<file path="src/rtl/cache_mem_arbiter_if.sv">
// Bundle of cache-side and memory-side signals around the cache/memory arbiter.
//
// Handshake: a cache holds its request level (icache_read, or dcache_read /
// dcache_write) until the matching *_resp pulses high for exactly one cycle;
// *_rdata is meaningful only while that resp is high. Memory sees mem_read /
// mem_write held level for the whole transaction and ends it with a
// one-cycle mem_resp; there is no separate ready, so a request is accepted
// by the arbiter simply by being seen while it is idle.
interface cache_mem_arbiter_if;
  logic         icache_read;
  logic [31:0]  icache_address;
  logic         icache_resp;
  logic [255:0] icache_rdata;
  logic         dcache_read;
  logic         dcache_write;
  logic [31:0]  dcache_address;
  logic [255:0] dcache_wdata;
  logic         dcache_resp;
  logic [255:0] dcache_rdata;
  logic         mem_read;
  logic         mem_write;
  logic [31:0]  mem_address;
  logic [255:0] mem_wdata;
  logic [255:0] mem_rdata;
  logic         mem_resp;

  // Environment view: both caches and the memory.
  modport master (
    output icache_read, icache_address,
    input  icache_resp, icache_rdata,
    output dcache_read, dcache_write, dcache_address, dcache_wdata,
    input  dcache_resp, dcache_rdata,
    input  mem_read, mem_write, mem_address, mem_wdata,
    output mem_rdata, mem_resp
  );

  // Arbiter view.
  modport slave (
    input  icache_read, icache_address,
    output icache_resp, icache_rdata,
    input  dcache_read, dcache_write, dcache_address, dcache_wdata,
    output dcache_resp, dcache_rdata,
    output mem_read, mem_write, mem_address, mem_wdata,
    input  mem_rdata, mem_resp
  );
endinterface

</file>
<file path="src/rtl/cache_mem_arbiter.sv">
// Shares one burst memory port between the icache and dcache miss paths.
// One whole-line transaction at a time; the winning request is captured at
// grant so later changes on the cache side cannot disturb the memory side.
module cache_mem_arbiter #(
  parameter int DCACHE_PRIO = 1,
  parameter int MAX_WAIT    = 4
) (
  input  logic                clk,
  input  logic                rst,
  cache_mem_arbiter_if.slave  bus,
  output logic [1:0]          dbg_state,
  output logic [3:0]          dbg_wait_cnt
);

  typedef enum logic [1:0] {
    IDLE    = 2'd0,
    SERVE_I = 2'd1,
    SERVE_D = 2'd2,
    RECOVER = 2'd3
  } state_e;

  localparam logic       GRANT_I    = 1'b0;
  localparam logic       GRANT_D    = 1'b1;
  localparam logic [3:0] MAX_WAIT_C = 4'(MAX_WAIT);

  state_e        state_q, state_d;
  logic          last_grant_q, last_grant_d;
  logic [3:0]    wait_cnt_q, wait_cnt_d;
  logic          req_write_q, req_write_d;
  logic [31:0]   req_addr_q, req_addr_d;
  logic [255:0]  req_wdata_q, req_wdata_d;
  logic          i_req, d_req, pick_d;

  // Low address bits are line offsets and never reach memory.
  logic unused_offsets;
  assign unused_offsets = ^{bus.icache_address[4:0], bus.dcache_address[4:0]};

  assign dbg_state    = state_q;
  assign dbg_wait_cnt = wait_cnt_q;

  // State, arbitration history and captured request; cleared asynchronously.
  always_ff @(posedge clk or negedge rst) begin
    if (!rst) begin
      state_q      <= IDLE;
      last_grant_q <= GRANT_D;
      wait_cnt_q   <= 4'd0;
      req_write_q  <= 1'b0;
      req_addr_q   <= 32'd0;
      req_wdata_q  <= 256'd0;
    end else begin
      state_q      <= state_d;
      last_grant_q <= last_grant_d;
      wait_cnt_q   <= wait_cnt_d;
      req_write_q  <= req_write_d;
      req_addr_q   <= req_addr_d;
      req_wdata_q  <= req_wdata_d;
    end
  end

  // Arbitration, request capture, memory drive and response routing.
  always_comb begin
    state_d          = state_q;
    last_grant_d     = last_grant_q;
    wait_cnt_d       = wait_cnt_q;
    req_write_d      = req_write_q;
    req_addr_d       = req_addr_q;
    req_wdata_d      = req_wdata_q;
    i_req            = bus.icache_read;
    d_req            = bus.dcache_read | bus.dcache_write;
    pick_d           = 1'b0;
    bus.icache_resp  = 1'b0;
    bus.icache_rdata = 256'd0;
    bus.dcache_resp  = 1'b0;
    bus.dcache_rdata = 256'd0;
    bus.mem_read     = 1'b0;
    bus.mem_write    = 1'b0;
    bus.mem_address  = 32'd0;
    bus.mem_wdata    = 256'd0;

    case (state_q)
      IDLE: begin
        // Starvation guard overrides both fixed priority and round-robin.
        if (i_req && d_req) begin
          if (wait_cnt_q >= MAX_WAIT_C)  pick_d = 1'b0;
          else if (DCACHE_PRIO != 0)     pick_d = 1'b1;
          else                           pick_d = (last_grant_q == GRANT_I);
        end else begin
          pick_d = d_req;
        end

        if (i_req || d_req) begin
          last_grant_d = pick_d;
          if (pick_d) begin
            state_d     = SERVE_D;
            req_write_d = bus.dcache_write;
            req_addr_d  = {bus.dcache_address[31:5], 5'b0};
            req_wdata_d = bus.dcache_wdata;
            // Only count losses the icache actually suffered.
            if (i_req && (wait_cnt_q != 4'hf)) wait_cnt_d = wait_cnt_q + 4'd1;
          end else begin
            state_d     = SERVE_I;
            req_write_d = 1'b0;
            req_addr_d  = {bus.icache_address[31:5], 5'b0};
            req_wdata_d = 256'd0;
            wait_cnt_d  = 4'd0;
          end
        end
      end

      SERVE_I, SERVE_D: begin
        bus.mem_read    = ~req_write_q;
        bus.mem_write   = req_write_q;
        bus.mem_address = req_addr_q;
        bus.mem_wdata   = req_wdata_q;
        if (bus.mem_resp) begin
          state_d = RECOVER;
          if (state_q == SERVE_I) begin
            bus.icache_resp  = 1'b1;
            bus.icache_rdata = bus.mem_rdata;
          end else begin
            bus.dcache_resp  = 1'b1;
            bus.dcache_rdata = bus.mem_rdata;
          end
        end
      end

      // Dead cycle so the served cache can drop its request before re-arbitration.
      RECOVER: state_d = IDLE;

      default: state_d = IDLE;
    endcase
  end

endmodule

</file>
<file path="src/flat_wrapper.sv">
// flat-port wrapper written by rule: the top's interface ports become plain ports
module cache_mem_arbiter_flat 
#(
  parameter int DCACHE_PRIO = 1,
  parameter int MAX_WAIT    = 4
)
  (clk, rst, dbg_state, dbg_wait_cnt, bus_icache_read, bus_icache_address, bus_icache_resp, bus_icache_rdata, bus_dcache_read, bus_dcache_write, bus_dcache_address, bus_dcache_wdata, bus_dcache_resp, bus_dcache_rdata, bus_mem_read, bus_mem_write, bus_mem_address, bus_mem_wdata, bus_mem_rdata, bus_mem_resp);
  cache_mem_arbiter_if bus_i ();
  input  logic clk;
  input  logic rst;
  output logic [1:0] dbg_state;
  output logic [3:0] dbg_wait_cnt;
  input wire logic [$bits(bus_i.icache_read)-1:0] bus_icache_read;
  input wire logic [$bits(bus_i.icache_address)-1:0] bus_icache_address;
  output wire logic [$bits(bus_i.icache_resp)-1:0] bus_icache_resp;
  output wire logic [$bits(bus_i.icache_rdata)-1:0] bus_icache_rdata;
  input wire logic [$bits(bus_i.dcache_read)-1:0] bus_dcache_read;
  input wire logic [$bits(bus_i.dcache_write)-1:0] bus_dcache_write;
  input wire logic [$bits(bus_i.dcache_address)-1:0] bus_dcache_address;
  input wire logic [$bits(bus_i.dcache_wdata)-1:0] bus_dcache_wdata;
  output wire logic [$bits(bus_i.dcache_resp)-1:0] bus_dcache_resp;
  output wire logic [$bits(bus_i.dcache_rdata)-1:0] bus_dcache_rdata;
  output wire logic [$bits(bus_i.mem_read)-1:0] bus_mem_read;
  output wire logic [$bits(bus_i.mem_write)-1:0] bus_mem_write;
  output wire logic [$bits(bus_i.mem_address)-1:0] bus_mem_address;
  output wire logic [$bits(bus_i.mem_wdata)-1:0] bus_mem_wdata;
  input wire logic [$bits(bus_i.mem_rdata)-1:0] bus_mem_rdata;
  input wire logic [$bits(bus_i.mem_resp)-1:0] bus_mem_resp;
  assign bus_i.icache_read = bus_icache_read;
  assign bus_i.icache_address = bus_icache_address;
  assign bus_icache_resp = bus_i.icache_resp;
  assign bus_icache_rdata = bus_i.icache_rdata;
  assign bus_i.dcache_read = bus_dcache_read;
  assign bus_i.dcache_write = bus_dcache_write;
  assign bus_i.dcache_address = bus_dcache_address;
  assign bus_i.dcache_wdata = bus_dcache_wdata;
  assign bus_dcache_resp = bus_i.dcache_resp;
  assign bus_dcache_rdata = bus_i.dcache_rdata;
  assign bus_mem_read = bus_i.mem_read;
  assign bus_mem_write = bus_i.mem_write;
  assign bus_mem_address = bus_i.mem_address;
  assign bus_mem_wdata = bus_i.mem_wdata;
  assign bus_i.mem_rdata = bus_mem_rdata;
  assign bus_i.mem_resp = bus_mem_resp;
  cache_mem_arbiter #(.DCACHE_PRIO(DCACHE_PRIO), .MAX_WAIT(MAX_WAIT)) u_core (.clk(clk), .rst(rst), .bus(bus_i), .dbg_state(dbg_state), .dbg_wait_cnt(dbg_wait_cnt));
endmodule
</file>
<file path="config.mk">
export PLATFORM = sky130hd
export DESIGN_NAME = cache_mem_arbiter_flat
export DESIGN_NICKNAME = d
export VERILOG_FILES = /design/src/rtl/cache_mem_arbiter_if.sv /design/src/rtl/cache_mem_arbiter.sv /design/src/flat_wrapper.sv
export SDC_FILE = /design/constraint.sdc
export NUM_CORES = 1
export LEC_CHECK = 0
export ABC_AREA = 1
export BUFFER_PORTS_ARGS = -buffer_cell sky130_fd_sc_hd__buf_2
export CAP_MARGIN = 15
export CORE_AREA = 2 2 539 541
export CTS_CLUSTER_SIZE = 20
export DETAILED_ROUTE_END_ITERATION = 6
export DIE_AREA = 0 0 541 543
export GPL_TIMING_DRIVEN = 0
export HOLD_SLACK_MARGIN = 0.03
export SLEW_MARGIN = 5
export SYNTH_ARGS = -nofsm -noshare
export SYNTH_HDL_FRONTEND = slang
export SYNTH_SLANG_ARGS = --single-unit
export TNS_END_PERCENT = 5
</file>
<file path="constraint.sdc">
create_clock -name clk -period 2 [get_ports clk]
set_clock_uncertainty 0.1 [all_clocks]
set_input_delay 0.2 -clock clk [delete_from_list [all_inputs] [get_ports clk]]
set_output_delay 0.2 -clock clk [all_outputs]
set_load 0.01 [all_outputs]
</file>
==> results of run 1 <==
[critical path, stage by stage (launching register included)]
cell and delay, ns:
dfrtp_1 0.37, inv_2 0.05, ha_4 0.26, buf_12 0.13
buf_6 0.12, nand2_8 0.07, buf_12 0.16, clkbuf_16 0.20
buf_12 0.17, nor2_2 0.10, buf_6 0.16
[placed cells by master, fill, tap and decap left out, types with 2 or more instances in the layout]
cell type	n
o21ai_1	233
inv_2	9
inv_8	3
clkinvlp_4	6
buf_16	9
dfrtp_1	290
clkbuf_16	50
buf_8	10
inv_6	5
diode_2	48
clkbuf_4	37
nor2_4	64
buf_2	1238
nand2_2	56
inv_1	853
o21ai_0	26
ha_4	2
nor2_2	114
clkbuf_8	6
dlygate4sd3_1	315
clkinv_2	4
nand2_1	579
nor2_1	340
nand3_1	56
conb_1	5
bufinv_16	4
clkbuf_1	10
buf_12	45
clkbuf_2	3
buf_6	121
buf_4	88
[metal layers]
metal	part of all wire, %	track usage, %
met3	12	7.22
met4	4.9	6.99
met1	36	15.9
met2	47	25.0
met5	0.042	0.0164
[cell type report]
| cell class | instances | share of cell area (%) |
|---|---|---|
| antenna | 48 | 0.325 |
| inverter | 863 | 8.78 |
| multi-input combinational | 1484 | 18.9 |
| buffer | 164 | 4.61 |
| clock buffer | 43 | 2.65 |
| timing repair buffer | 1726 | 31.6 |
| tap | 3781 | 12.8 |
| clock inverter | 23 | 0.758 |
| sequential | 290 | 19.6 |
[registers in the layout, summed over array words and instances, names as in the netlist]
signal / count
u_core.dbg_state: 2
u_core.dbg_wait_cnt: 4
u_core.req_addr_q: 27
u_core.req_wdata_q: 256
u_core.req_write_q: 1
[cell families after synthesis]
family                   Yosys count  share of synthesized area [%]
buffers and inverters           1027                           23.4
flip-flops                       290                           41.9
AO/OA/AOI/OAI                    262                           7.64
other                              1                         0.0217
AND/OR/NAND/NOR                 1214                           26.8
adder cells (fa/ha/maj)            3                          0.217
[power breakdown]
group	internal (mW)	leakage, nW	switching, mW
logic	12.3	17.7	24.6
registers	8.45	3.68	2.26
clock network	4.10	0.603	3.35
[final timing paths]
kind / start / to / cells past startpoint
worst max-delay path: u_core.dbg_state[0] / bus_icache_rdata[137] / 10
worst min register to register: u_core.req_addr_q[27] / u_core.req_addr_q[27] / 2
min in group clk: bus_dcache_read / u_core.dbg_state[0] / 6
worst max register to register: u_core.dbg_state[0] / u_core.req_wdata_q[109] / 8
worst min-delay path: rst / u_core.req_addr_q[17] / 3
max in group asynchronous: rst / u_core.req_wdata_q[76] / 4
[repair_timing]
action,CTS,global route
gates cloned,5,10
pin swaps,5,5
endpoints found under the hold margin,382,0
setup endpoints to repair,1085,1084
hold buffers,315,0
setup buffers,15,3
resized for setup,474,415
==> impl_metrics.env, run 1 <==
export IMPL_outcome="complete, but fails checks"
export IMPL_violations="negative setup slack"
export IMPL_syn2layout_area_growth_pct=113
export IMPL_maxSlewViolCount=0
export IMPL_fp_dieW_um=541
export IMPL_rsz0062_at_grt="true"
export IMPL_synth_top_area_cell="dfrtp_1"
export IMPL_syn_mean_instance_area_um2=6.19
export IMPL_period_needed_ns=2.83
export IMPL_clockBufferDepth=3
export IMPL_initial_core_util_pct=6.03
export IMPL_cts_max_level=2
export IMPL_synth_area_um2=17300
export IMPL_grt_use_total_pct=15.0
export IMPL_max_freq_mhz=354
export IMPL_vdd_drop_max_mv=1.01
export IMPL_synthFlopType="dfrtp_1"
export IMPL_post_route_util_pct=12.9
export IMPL_synth_seq_area_share_pct=41.9
export IMPL_worst_pin_slew_ns=0.870
export IMPL_worst_slack_ns=-0.826
export IMPL_finalSetupTns_ns=-550.92
export IMPL_dp_cells=7961
export IMPL_drt_initial_drc_count=2039
export IMPL_dieArea_um2=294000
export IMPL_ant_nets=0
export IMPL_dp_hpwl_mm=204
export IMPL_synth_cell_type_count=22
export IMPL_ios=1392
export IMPL_layout_drive_gt1_share_pct=41.0
export IMPL_fin_area_um2=37000
export IMPL_root_buffer="clkbuf_16"
export IMPL_synth_edf_count=0
export IMPL_multiInputGateArea_um2=6970
export IMPL_yosys_area_top_type_share_pct=41.9
export IMPL_final_cells=8422
export IMPL_final_nets=5151
export IMPL_die_y_um=543
export IMPL_regArea_um2=7260
export IMPL_clock_sinks=290
export IMPL_grt_pass1_vias=24560
export IMPL_min_path_type="in2async"
export IMPL_grt_pass1_wl_mm=280
export IMPL_row_count=197
export IMPL_avgRoutedWirePerCell_um=27.8
export IMPL_synthTopCellsByArea="dfrtp_1 (42%), inv_1 (19%), nand2_1 (14%)"
export IMPL_cts_tree="done"
export IMPL_totalWireLength_mm=234
export IMPL_synth_seq_cells=290
export IMPL_fin_crit_sh_pct=141
export IMPL_synth_most_common_cell="inv_1"
export IMPL_cp_required_ns=1.70
export IMPL_p_leak_nw=21.9
export IMPL_gp_congestion=0.972
export IMPL_clkTransAtPathRegs_ns=0.08
export IMPL_critical_path_class="reg2out"
export IMPL_num_vias=25523
export IMPL_power_mw=55.1
export IMPL_gr_total_overflow=0
export IMPL_final_hold_viol_count=0
export IMPL_arrival_ns=2.53
export IMPL_placed_area_um2=29000
export IMPL_startpoint_type="flop"
export IMPL_portBuffers=1376
export IMPL_end_kind="primary output"
export IMPL_coreArea_um2=287000
export IMPL_place_ws_ns=-1.85
export IMPL_grt_start_max_net_pins=101
export IMPL_yosys_warnings=0
export IMPL_grt_antenna_before_repair=146
export IMPL_cap_violations=0
export IMPL_p_per_area_nw_per_um2=1490
export IMPL_synthCells=2797
export IMPL_crit_fanout=7
export IMPL_finalSetupViolCount=1039
export IMPL_synth_commonest_cells="inv_1 (859), nand2_1 (637), nor2_1 (516)"
export IMPL_fillers=33441
export IMPL_route_detailed_drc=0
export IMPL_relSlewSlack_pct=42.0
export IMPL_numCtsBuffers=37
export IMPL_synthArstFlopShare_pct=100
export IMPL_hold_slack_ns=0.0552
export IMPL_reg2reg_slack_ns=-0.37
export IMPL_clkLatencyLatePin_ns=0.63
export IMPL_dr_pass1_iters=5
export IMPL_vias_per_cell=3.03
Power figures use the tool's default switching activity.
==> inputs of run 2 (changes only) <==
Settings changed: BUFFER_PORTS_ARGS -buffer_cell sky130_fd_sc_hd__buf_2 to not set, CORE_AREA 2 2 539 541 to 2 2 538 540, CTS_BUF_LIST set to sky130_fd_sc_hd__clkbuf_4 sky130_fd_sc_hd__clkbuf_8, DIE_AREA 0 0 541 543 to 0 0 540 542, DONT_BUFFER_PORTS set to 1.
==> run 2 against run 1 <==
The run ends with negative hold slack, negative setup slack left. Die area shrank 0.37%. Non-clock buffer count down 1270. Combinational power fell by 8.1%. Sequential share of layout area increased by 3.4 points. Count of clock-buffer cells in the layout increased by 30. Highest routed layer unchanged.
==> impl_metrics.env, run 2 (synthesis results as in run 1) <==
export IMPL_worst_slack_ns=-1.24
export IMPL_totalWireLength_mm=237
export IMPL_multiInputGateArea_um2=8330
export IMPL_finalSetupTns_ns=-829.57
export IMPL_clkLatencyLatePin_ns=0.69
export IMPL_arrival_ns=2.94
export IMPL_slowest_stage="dfrtp_2"
export IMPL_critPathMaxStageDelay_ns=0.46
export IMPL_hold_buffers=410
export IMPL_startpoint_type="flop"
export IMPL_fillers=33092
export IMPL_largest_reg_flops=256
export IMPL_max_freq_mhz=308
export IMPL_critical_path_class="reg2out"
export IMPL_numCtsBuffers=50
export IMPL_worst_pin_slew_ns=0.981
export IMPL_final_common_cell="inv_1"
export IMPL_top_register="u_core.req_wdata_q"
export IMPL_maxSlewViolCount=0
export IMPL_worst_path_buf_inv=5
export IMPL_crit_fanout=6
export IMPL_grt_pass1_wl_mm=281
export IMPL_row_count=197
export IMPL_violations="negative hold slack, negative setup slack"
export IMPL_route_detailed_drc=0
export IMPL_cts_max_level=2
export IMPL_clkTransAtPathRegs_ns=0.06
export IMPL_gp_congestion=1.03
export IMPL_portBuffers=0
export IMPL_grt_use_total_pct=15.4
export IMPL_path_delay_family="buffers and inverters"
export IMPL_grt_start_max_net_pins=291
export IMPL_dp_hpwl_mm=205
export IMPL_dieArea_um2=293000
export IMPL_vdd_drop_max_mv=1.12
export IMPL_end_kind="primary output"
export IMPL_ant_nets=0
export IMPL_initial_core_util_pct=6.04
export IMPL_fp_dieW_um=540
export IMPL_coreArea_um2=287000
export IMPL_hold_slack_ns=-0.900
export IMPL_finalSetupViolCount=1071
export IMPL_die_y_um=542
export IMPL_min_path_type="in2async"
export IMPL_final_nets=3894
export IMPL_crit_chain="inv_2 -> ha_4 -> nand2_4 -> nor2_4 -> inv_8 -> buf_16 -> buf_16 -> buf_16 -> nor2_4"
export IMPL_worst_path_stages=9
export IMPL_post_route_util_pct=11.0
export IMPL_syn2layout_area_growth_pct=82.1
export IMPL_ios=1392
export IMPL_gr_total_overflow=0
export IMPL_dr_pass1_iters=6
export IMPL_layout_drive_gt1_share_pct=24.6
export IMPL_cap_violations=0
export IMPL_fin_crit_sh_pct=162
export IMPL_grt_pass1_vias=21046
export IMPL_cp_required_ns=1.70
export IMPL_rsz0062_at_grt="true"
export IMPL_rr_worst_depth=8
export IMPL_p_per_area_nw_per_um2=1630
export IMPL_outcome="complete, but fails checks"
export IMPL_final_hold_viol_count=292
export IMPL_clock_sinks=290
export IMPL_relSlewSlack_pct=34.6
export IMPL_clockBufferDepth=3
export IMPL_root_buffer="clkbuf_8"
export IMPL_num_vias=21589
export IMPL_cpMostUsedCell="buf_16"
export IMPL_vias_per_cell=3.01
export IMPL_grt_antenna_before_repair=109
export IMPL_layout_common_cells="inv_1 (796), nand2_1 (585), dlygate4sd3_1 (410), dfrtp_1 (288), o21ai_1 (233)"
export IMPL_p_leak_nw=15.5
export IMPL_drt_initial_drc_count=2119
export IMPL_regArea_um2=7260
export IMPL_cts_tree="done"
export IMPL_period_needed_ns=3.24
export IMPL_avgRoutedWirePerCell_um=33.0
-- run 2: per-layer routing --
metal  GRT usage, %  wire [um]  up-vias
met1           15.5      80600    10422
met3           8.25      30200      458
met2           25.5     111000     1802
met5         0.0164        179        -
li1               -          -     8881
met4           8.61      15200       26
-- run 2: through the flow --
stage / worst slack, ns / cells / area [um^2] / power [mW] / hold slack (ns)
after floorplan: 0.0513 / 2801 / 17300 / 22.6 / -0.196
after global placement: -3.24 / 6582 / 22100 / 37.4 / -0.187
after detailed placement: -2.50 / 6585 / 22100 / 37.8 / -0.187
after CTS: -1.43 / 7125 / 30100 / 49.9 / -1.01
after global routing: -1.36 / 7150 / 31500 / 54.6 / -0.983
final: -1.24 / 7175 / 31500 / 51.4 / -0.900
-- run 2: final cells by class --
type | instances | share of cell area (%)
Antenna cell | 45 | 0.357
Buffer | 160 | 4.90
Clock buffer | 73 | 3.01
Clock inverter | 19 | 0.758
Inverter | 863 | 10.9
Multi-Input combinational cell | 1484 | 26.4
Sequential cell | 290 | 23.0
Tap cell | 3781 | 15.0
Timing Repair Buffer | 460 | 15.7
-- run 2: timing repair --
| action | CTS | global route |
|---|---|---|
| setup buffers | 31 | 8 |
| pin swaps | 19 | 28 |
| endpoints found under the setup margin | 1086 | 1085 |
| cloned | 8 | 2 |
| endpoints found under the hold margin | 580 | 292 |
| resized for setup | 624 | 414 |
-- run 2: worst reg2reg max path: stages (launching register included) --
cell      delay, ns
dfrtp_2        0.46
inv_2          0.08
ha_4           0.19
a21boi_2       0.16
inv_2          0.29
buf_2          0.51
buf_2          0.50
nand2_1        0.13
o21ai_1        0.12
-- run 2: final timing paths --
path | start | endpoint | slack [ns]
setup / recovery | u_core.dbg_state[0] | bus_dcache_rdata[17] | -1.24
hold / removal | rst | u_core.req_addr_q[24] | -0.90
setup reg to reg | u_core.dbg_state[0] | u_core.req_wdata_q[117] | -0.61
hold reg to reg | u_core.req_addr_q[20] | u_core.req_addr_q[20] | 0.39
max in group asynchronous | rst | u_core.req_wdata_q[71] | 1.87
min in group clk | bus_dcache_read | u_core.dbg_state[1] | -0.22
-- run 2: where the power goes --
part / total [mW] / switching, mW / internal [mW]
Sequential: 10.8 / 2.39 / 8.45
Combinational: 33.9 / 25.4 / 8.50
Clock: 6.71 / 3.00 / 3.71
